[config.mk]
export PLATFORM = sky130hd
export DESIGN_NAME = inst_fetch
export DESIGN_NICKNAME = d
export VERILOG_FILES = /design/src/rtl/inst_fetch.sv
export SDC_FILE = /design/constraint.sdc
export NUM_CORES = 1
export LEC_CHECK = 0
export CORE_MARGIN = 10
export CORE_UTILIZATION = 25
export CTS_BUF_LIST = sky130_fd_sc_hd__clkbuf_8
export CTS_CLUSTER_SIZE = 24
export DETAILED_ROUTE_END_ITERATION = 10
export GPL_TIMING_DRIVEN = 0
export SLEW_MARGIN = 20
export SYNTH_ARGS = -nofsm -noshare
export SYNTH_HDL_FRONTEND = slang
export SYNTH_SLANG_ARGS = --single-unit
[constraint.sdc]
create_clock -name Clk -period 7.3 [get_ports Clk]
set_input_delay 1.46 -clock Clk [delete_from_list [all_inputs] [get_ports Clk]]
set_output_delay 1.46 -clock Clk [all_outputs]
set_load 0.03 [all_outputs]
[src/rtl/inst_fetch.sv]
// Program-counter / fetch sequencer for the 9-bit 3BC core: drives the instruction ROM address,
// runs the Start/Done program handshake and counts retired fetches.
module inst_fetch #(
    parameter int              PC_W       = 10,
    parameter int              OFF_W      = 8,
    parameter logic [PC_W-1:0] START_ADDR = '0,
    parameter int              CNT_W      = 16
) (
    input  logic             Clk,
    input  logic             Reset,
    input  logic             Start,
    input  logic             Stall,
    input  logic             BranchEn,
    input  logic             BranchAbs,
    input  logic [PC_W-1:0]  Target,
    input  logic [OFF_W-1:0] Offset,
    input  logic             HaltReq,
    output logic [PC_W-1:0]  InstAddress,
    output logic             FetchValid,
    output logic             Done,
    output logic [CNT_W-1:0] FetchCount
);

    typedef enum logic [1:0] {
        IDLE   = 2'd0,
        ARMED  = 2'd1,
        RUN    = 2'd2,
        HALTED = 2'd3
    } state_t;

    state_t            state, next_state;
    logic [PC_W-1:0]   pc, next_pc;
    logic [CNT_W-1:0]  fetch_cnt, next_cnt;
    logic              done_q, next_done;
    logic [PC_W-1:0]   offset_ext;
    logic              halt_accept;
    logic              advance;

    // Relative offsets are two's complement; the sum wraps modulo 2**PC_W.
    assign offset_ext  = {{(PC_W-OFF_W){Offset[OFF_W-1]}}, Offset};
    assign halt_accept = (state == RUN) && !Start && !Stall && HaltReq;
    assign advance     = (state == RUN) && !Start && !Stall && !HaltReq;

    // NOTE: sequential state uses non-blocking assignments so every register samples
    // pre-edge values, independent of block ordering.
    always_ff @(posedge Clk) begin
        if (Reset) begin
            state     <= IDLE;
            pc        <= START_ADDR;
            fetch_cnt <= '0;
            done_q    <= 1'b0;
        end else begin
            state     <= next_state;
            pc        <= next_pc;
            fetch_cnt <= next_cnt;
            done_q    <= next_done;
        end
    end

    // NOTE: each combinational block assigns a default first so no path leaves a
    // variable unassigned, which would otherwise infer a latch.
    always_comb begin
        next_state = state;
        if (Start) begin
            next_state = ARMED;
        end else begin
            case (state)
                IDLE:    next_state = IDLE;
                ARMED:   next_state = RUN;
                RUN:     if (!Stall && HaltReq) next_state = HALTED;
                HALTED:  next_state = HALTED;
                default: next_state = IDLE;
            endcase
        end
    end

    // Datapath: PC, fetch counter and registered Done.
    always_comb begin
        next_pc   = pc;
        next_cnt  = fetch_cnt;
        next_done = 1'b0;
        if (Start || state == IDLE || state == ARMED) begin
            next_pc  = START_ADDR;
            next_cnt = '0;
        end else if (advance) begin
            if (BranchEn && BranchAbs)
                next_pc = Target;
            else if (BranchEn)
                next_pc = pc + offset_ext;
            else
                next_pc = pc + PC_W'(1);
            if (fetch_cnt != {CNT_W{1'b1}})
                next_cnt = fetch_cnt + CNT_W'(1);
        end
        if (halt_accept || (state == HALTED && !Start))
            next_done = 1'b1;
    end

    always_comb begin
        InstAddress = pc;
        FetchValid  = (state == RUN) && !Stall;
        Done        = done_q;
        FetchCount  = fetch_cnt;
    end

endmodule

======== Yosys cells after proc, flatten, opt, wreduce, memory -nomap -nowiden ========
Cells that the tools add are included.
storage, ports and cells
  flip-flop bits (word level) ............. 29
  input port bits ......................... 25
cells by class
  add/subtract/negate cells ............... 3
  equality and inequality tests ........... 6
  mux-type cells .......................... 6
  reduce and logical (&&, ||, !) cells .... 18
operators with widths
  operator                                       count
  two-way mux 10 bit                             2
  adder 16 x 1 -> 16 bit, second input constant  1
  != test 16 bit, second input constant          1
  adder 10 x 1 -> 10 bit, second input constant  1
  adder 10 bit                                   1
  logical AND 1 bit                              8
  case mux 2 bit (4 select lines)                1
  == test 2 bit, second input constant           2
  OR reduction 2 bit                             2
  logical NOT 1 bit                              3
  logical OR 1 bit                               3
  != test 3 x 2 -> 1 bit, second input constant  1
  == test 2 x 1 -> 1 bit, second input constant  1
  logical NOT 2 bit                              1
  two-way mux 1 bit                              2
  two-way mux 2 bit                              1
  != test 2 x 1 -> 1 bit, second input constant  1
  AND reduction 2 bit                            1

======== Logic depth before layout (Yosys ltp) ========
Gate-level depths: netlist of the first run.
  depth after elaboration ................. 6
  mapped depth ............................ 9

======== Worst setup path before layout of the first run ========
No wires, ideal clock.
  path kind ............................... input port to output port
  start point ............................. input Stall
  end point ............................... output FetchValid
  data arrival time ....................... 2.063 ns
  required time ........................... 5.840 ns
  path slack .............................. 3.777 ns
  cell stages on the path ................. 2
  buffers on the path ..................... 0
  cells stage by stage .................... or3b_1 > inv_1
on the way
  longest elaborated chain between the ends .. 2
ends and longest elaborated chain
  what                line  source
  start: declaration  12    input logic Stall,
  logical NOT 1 bit   101   FetchValid = (state == RUN) && !Stall;
  logical AND 1 bit   101
  end: declaration    19    output logic FetchValid,
Every way passes these cells.

======== Worst setup path in the final report of the first run ========
Ends and elaborated chain as after synthesis.

==> summary.txt, run 1 <==
Drt wl/cell: 13.6 µm
Post-synthesis compound-gate area fraction: 0.175
Comb pwr share: 0.091
Yosys cell types: 47
Simple-Gate Fraction of Synth Area: 0.305
Clk_skew: 5.26 ps
Final min period: 4520 ps
Slowest CP cell: clkdlybuf4s50_1
DIE AREA: 11100 µm²
Outcome: finished, final reports clean
I/O Pins: 53
Root Driver: clkbuf_8
Diodes inserted: 0
Area growth syn-to-layout: 41.7%
Clk pin slew, worst setup/hold paths: 60 ps
Drt drc: 0
Most frequent CP cell: clkdlybuf4s50_1
Synth async-reset ratio: 0
Setup TNS: 0 ps
First-pass GRT wire length: 8720 µm
CTS tree: built
Max cap viols: 0
Slowest Stage Delay on Critical Path: 670 ps
Main combinational cell family by area after synthesis: simple AND/OR/NAND/NOR gates
Filler-free cell count of the finished design: 389
Post-Syn Nets: 266
Sw power: 0.0793 mW
Pin count of the biggest net entering global routing: 11
RSZ-0062 raised after global routing: no
Clock latency on the worst-skew pair: 280 ps
Worst setup EP type: primary output
Static Leak: 0.948 nW
Slew Limit Headroom: 0.674
Synth warn: 0
DRT Pass-1 Iters: 4
Number of port buffers: 52
Post-route antenna net violation count: 0
Post-Synth Adder-Cell Area: 0.0796
Clock share of power: 0.475
CTS Buf Count: 5
Slew Limit Fails: 0
CORE AREA: 7180 µm²
Post-synthesis sequential area ratio: 0.318
Clock sinks: 29
Yosys top cell by area: dfxtp_1
Crit path cell chain: clkdlybuf4s50_1 > or3b_1 > inv_1 > clkdlybuf4s50_1
Main area contributors after synthesis: dfxtp_1 32%, ha_1 6.9%, nor2_1 6.6%, nand2_1 5.6%, xnor2_1 5.3%
Highest clock rate: 221 MHz
Initial Util: 0.254
Worst Path Max Fanout: 4
Final Net Count: 325
DPL Wire Length: 4090 µm
Post-Route WL: 5280 µm
Slew @ Worst Pin: 485 ps
Avg Inst Size Synth: 7.93 µm²
Grt ovf: 0
Post-layout util: 0.360
Cts repair resizes: 0
Cell Pwr Density: 142 nW/µm²
Seq cells post-synth: 29
Worst endpoint data arrival time: 3060 ps
Post-synth EDFFs: 0
Xor/xnor cell area share of the yosys netlist: 0.0768
Fraction of layout cells with a size suffix above 1: 0.0448
WS Path Type: input port to primary output
Die extent in y: 105 µm
Final Hold Violating Endpoints: 0
Fin crit share: 0.620
Vias in the first global route: 1840
Crit path required time: 5840 ps
Maximum buffer depth of the clock tree: 2
Total global-route track usage: 0.0962
Syn Inst Count: 230
Drt first-iter violations: 37
Initial antenna violation count: 0
Synth top area share: 0.318
Cell area after synthesis: 1820 µm²
Switching Fraction: 0.216
# hold bufs at CTS: 0
Gpl congestion: 0.804
WHS: 486 ps
Vias post-DR: 1804
Main synth FF type: dfxtp_1
Power consumption: 0.367 mW
Kind of start point of the critical path: input port
Flop pwr share: 0.435
Hold Crit Class: flip-flop to flip-flop
Mux contribution to synthesized area: 0.0165
Placed cell count: 381
P_int: 0.287 mW
Die Wd: 105 µm
Setup-failing EPs final: 0
CTS H-Tree Depth: 2
DR vias/cell: 4.64
Core Rows: 31
Peak supply drop: 0.0779 mV
Postcts setup bufs: 0
[final cells by class]
type                    instances  area [µm²]
plain buffers                   7        33.8
clock buffers                   6        82.6
clock inverters                 2        33.8
fillers                       756        4590
inverters                       5        18.8
multi-input cells             189        1190
flip-flops and latches         29         581
well taps                      99         124
repair buffers                 52         520
[sequential cells by signal, summed over array words and instances, names as in the netlist]
name and flops:
state 2, InstAddress 10, Done 1, FetchCount 16
[metal layers]
metal	part of all wire	global-route usage	vias up
li1	-	-	932
met1	0.48	0.116	824
met2	0.45	0.154	43
met3	0.064	0.0420	5
met4	0.0045	0.0206	0
met5	0	0	-
[power groups by stage]
stage / sequential, mW / combinational, mW / clock [mW]
2_1_floorplan: 0.163 / 0.0152 / 0
3_3_place_gp: 0.163 / 0.0329 / 0
3_5_place_dp: 0.163 / 0.0332 / 0
4_1_cts: 0.159 / 0.0335 / 0.178
5_1_grt: 0.159 / 0.0364 / 0.188
6_report: 0.159 / 0.0333 / 0.174
[critical path: cells and delay by family]
family | cells | cell delay (ps)
and+or+nand+nor | 1 | 420
buffers and inverters | 3 | 1190
[cell usage after synthesis (2+ instances only)]
master    count
nor2_1       32
dfxtp_1      29
nand2_1      27
a21oi_1      15
xnor2_1      11
and2_1       10
ha_1         10
nand3_1      10
o21ai_0       9
clkbuf_1      5
inv_1         5
nand4_1       5
xor2_1        5
a21o_1        4
and3_1        4
nor3_1        4
a211oi_1      3
a311oi_1      3
mux2i_1       3
nor2b_1       3
and4_1        2
nand2b_1      2
nor4_1        2
nor4b_1       2
o211ai_1      2
o21a_1        2
[placed cells by master, fill, tap and decap left out, drive strengths merged, types with 2 or more instances in the layout]
master,synthesis,routed
a21o,4,4
or3,2,2
nand4,5,5
and3,4,4
and4,2,2
nor3,4,4
mux2i,3,3
a211oi,3,3
nor4,2,2
a21oi,15,15
clkbuf,5,11
inv,5,6
clkdlybuf4s50,0,52
a311oi,3,3
and2,11,11
nor2,33,33
o211ai,2,2
or2,2,2
o21a,2,2
dfxtp,29,29
xor2,5,5
ha,10,10
nor2b,3,3
xnor2,11,11
nand2,27,27
o21ai,10,10
nor4b,2,2
nand3,10,10
nand2b,2,2
buf,2,2
[kinds of logic (layout without fill, tap and decap cells)]
kind of cell,after synthesis,count (layout)
buffers and inverters,12,72
and+or+nand+nor,112,112
AOI/OAI and AO/OA,47,47
muxes,3,3
DFF,29,29
xor gates and xnor gates,16,16
adders and majority gates,11,11
[through the flow]
step           cell area (µm²)  setup WS (ps)
2_1_floorplan             1820           3780
3_3_place_gp              2470           2770
3_5_place_dp              2470           2780
4_1_cts                   2580           2760
5_1_grt                   2580           2730
6_report                  2580           2780
[final timing paths]
check | from | end | slack, ps | cells after the start
worst max-delay path | Stall | FetchValid | 2780 | 4
worst min-delay path | InstAddress[2] | InstAddress[2] | 490 | 2
worst max register to register | InstAddress[0] | InstAddress[8] | 5100 | 8
worst min register to register | InstAddress[2] | InstAddress[2] | 490 | 2
Power figures use the tool's default switching activity.
==> run 2, diff against run 1 <==
==> constraint.sdc (replaced) <==
create_clock -name Clk -period 4.2 [get_ports Clk]
set_input_delay 0.84 -clock Clk [delete_from_list [all_inputs] [get_ports Clk]]
set_output_delay 0.84 -clock Clk [all_outputs]
set_load 0.03 [all_outputs]
==> results of run 2 <==
Same layout as run 1 (identical final DEF). Status: finished, final reports clean.
Main changes from that run: setup slack after placement 2780 ps -> 745 ps; setup slack after layout 2780 ps -> 916 ps; register-to-register setup slack 5100 ps -> 2000 ps; total power 0.367 mW -> 0.637 mW; worst IR drop on VDD 0.0779 mV -> 0.135 mV
==> run 3, diff against run 2 <==
==> constraint.sdc (replaced) <==
create_clock -name Clk -period 3.3 [get_ports Clk]
set_input_delay 0.66 -clock Clk [delete_from_list [all_inputs] [get_ports Clk]]
set_output_delay 0.66 -clock Clk [all_outputs]
set_load 0.03 [all_outputs]
==> results of run 3 <==
Same layout as run 1 (identical final DEF). Status: finished, final reports clean.
Main changes from that run: setup slack after placement 2780 ps -> 25.2 ps; clock-pin slew on the worst setup and hold paths 60 ps -> 70 ps; setup slack after layout 2780 ps -> 310 ps; start point of the critical path Stall -> BranchEn; end point of the critical path FetchValid -> InstAddress[8]; register-to-register setup slack 5100 ps -> 1100 ps; total power 0.367 mW -> 0.811 mW; worst IR drop on VDD 0.0779 mV -> 0.172 mV
==> edit: new RTL, settings of run 3 <==
Change the parameter `CNT_W` from 16 to 12.
--- a/src/rtl/inst_fetch.sv
+++ b/src/rtl/inst_fetch.sv
@@ -5,5 +5,5 @@
     parameter int              OFF_W      = 8,
     parameter logic [PC_W-1:0] START_ADDR = '0,
-    parameter int              CNT_W      = 16
+    parameter int              CNT_W      = 12
 ) (
     input  logic             Clk,
Ports: changed (resized FetchCount); port bits go from 53 to 49. The function was not compared with the original's and may differ.
==> edit against run 3 <==
Final area fell by 8.8%. Power fell by 28%. First-iteration DRC count rose by 11%. Sequential share of layout area fell by 1.2 points. Worst hold slack improved by 0.00088 ns. Area after synthesis fell by 5.4%. Worst setup slack improved by 0.13 ns. Critical path depth fell by 1. Routed wire length fell by 2.8%. Clock skew fell by 0.0038 ns. Sequential power fell by 14%. Fmax rose by 4.4%. Sequential cell count fell by 4. Largest power group is now registers.
==> edit: results (changes against run 3) <==
- Status: completed
- Most frequent cells after synthesis: dfxtp_1, nand2_1, nor2_1, a21oi_1, o21ai_0
- Inserted Diodes: 0 (unchanged)
- CTS clock-pin slew for the worst setup and hold paths: 0.10 ns (+0.03 ns)
- Post-CTS Repair Setup Buffers: 0 (unchanged)
- Fillers: 715 (-5.4%)
- IO buf count: 48 (-7.7%)
- Yosys warns: 0 (unchanged)
- Synth area leaders: dfxtp_1, ha_1, xnor2_1
- Num CTS Buffers: 3 (-2)
- DP Area: 0.002306 mm² (-6.6%)
- Sequential area share after synthesis: 0.2901 (-0.02818)
- Worst slew pin tran: 0.5201 ns (+0.03480 ns)
- Htree depth: 1 (-1)
- Iter 0 DRT Violations: 41 (+11%)
- Routed wire length: 5133 µm (-2.8%)
- Total Neg Setup Slack: 0 ns (unchanged)
- DP Wirelength: 3935 µm (-3.9%)
- First-pass DRT Iterations: 4 (unchanged)
- Layout cells sized above 1: 0.08077 (+0.03594)
- Pin count of the biggest net entering global routing: 16 (+5)
- Clock root cell: clkbuf_8
- Worst EP arrival: 3.04 ns (-0.16 ns)
- Via/cell ratio: 4.891 (+5.5%)
- Leak pwr: 0.8573 nW (-9.5%)
- CP max FO: 3 (-7)
- Largest register FFs: 12 (-4)
- Family with the most delay on the worst path: simple AND/OR/NAND/NOR gates
- Post-Synthesis Net Count: 244 (-8.3%)
- HP Class: reg -> reg
- Distinct cells, synth: 47 (unchanged)
- Clock latency on the worst-skew pair: 0.27 ns
- All-Layer GR Usage: 0.09762 (+0.001448)
- RD Place Congestion: 0.8198 (+1.9%)
- Place WS: -0.1352 ns (-0.1604 ns)
- Final net count: 297 (-8.6%)
- Vias in the first global route: 1,698 (-7.7%)
- Max Buffers Root-to-Sink: 2 (unchanged)
- Critical path's slowest cell: fa_1
- Worst Skew: 0.001489 ns (-0.003776 ns)
- Finished Cell Area: 0.002357 mm² (-8.8%)
- CP max stage delay: 0.44 ns (-0.16 ns)
- Peak supply drop: 0.1331 mV (-23%)
- First-pass GRT wire length: 8273 µm (-5.1%)
[edit: cells by family (layout without fill, tap and decap cells)]
kind of cell	after synthesis	count (layout)	share of synthesized area
DFF	25	25	0.2901
buffers and inverters	13	65	0.03698
muxes	1	1	0.005802
and+or+nand+nor	90	90	0.3140
xor gates and xnor gates	11	11	0.05584
AOI/OAI and AO/OA	57	57	0.2132
adders and majority gates	11	11	0.08412
[edit: worst register-to-register path, cell delays in order, from the launching register on]
cell and delay (ns):
dfxtp_1 0.34, ha_1 0.24, fa_1 0.44, a211oi_1 0.32, nor2_1 0.13, or4_1 0.40, a32oi_1 0.23, a21oi_1 0.09
[edit: per-layer routing]
metal  vias up  global-route usage  share of wire
li1        863                   -              -
met1       749              0.1130           0.43
met2        44              0.1633           0.47
met3         7             0.04088          0.083
met4         0             0.02246          0.012
met5         -                   0              0
[edit: through the flow]
| step | std cells | total power, mW | hold slack [ns] |
|---|---|---|---|
| 2_1_floorplan | 208 | 0.3467 | 0.4735 |
| 6_report | 340 | 0.5800 | 0.4869 |
| 4_1_cts | 340 | 0.5946 | 0.4916 |
| 5_1_grt | 340 | 0.6105 | 0.5091 |
| 3_5_place_dp | 336 | 0.3880 | 0.4759 |
| 3_3_place_gp | 336 | 0.3873 | 0.4708 |
[edit: final timing paths]
path,from,end,slack (ns),cells past startpoint
hold / removal,InstAddress[2]$_SDFFE_PP0P_,InstAddress[2]$_SDFFE_PP0P_,0.49,2
hold reg to reg,InstAddress[2]$_SDFFE_PP0P_,InstAddress[2]$_SDFFE_PP0P_,0.49,2
setup reg to reg,InstAddress[0]$_SDFFE_PP0P_,InstAddress[6]$_SDFFE_PP0P_,1.00,7
setup / recovery,Offset[0],InstAddress[6]$_SDFFE_PP0P_,0.44,9
[edit: what timing repair did]
item                                    CTS  global route
endpoints found under the setup margin    0             1
hold buffers                              0             0
gates resized for setup                   0             1
[edit: cell type report]
class,instances,share of cell area
multi-input combinational,170,0.4926
sequential,25,0.2123
timing repair buffer,48,0.2049
tap,80,0.04246
clock buffer,3,0.01752
buffer,7,0.01752
inverter,6,0.009554
clock inverter,1,0.003185
[edit: where the power goes]
group          internal (mW)  leakage [nW]  switching, mW
logic                 0.0422         0.634         0.0341
registers              0.303         0.202        0.00159
clock network         0.0858        0.0217          0.113
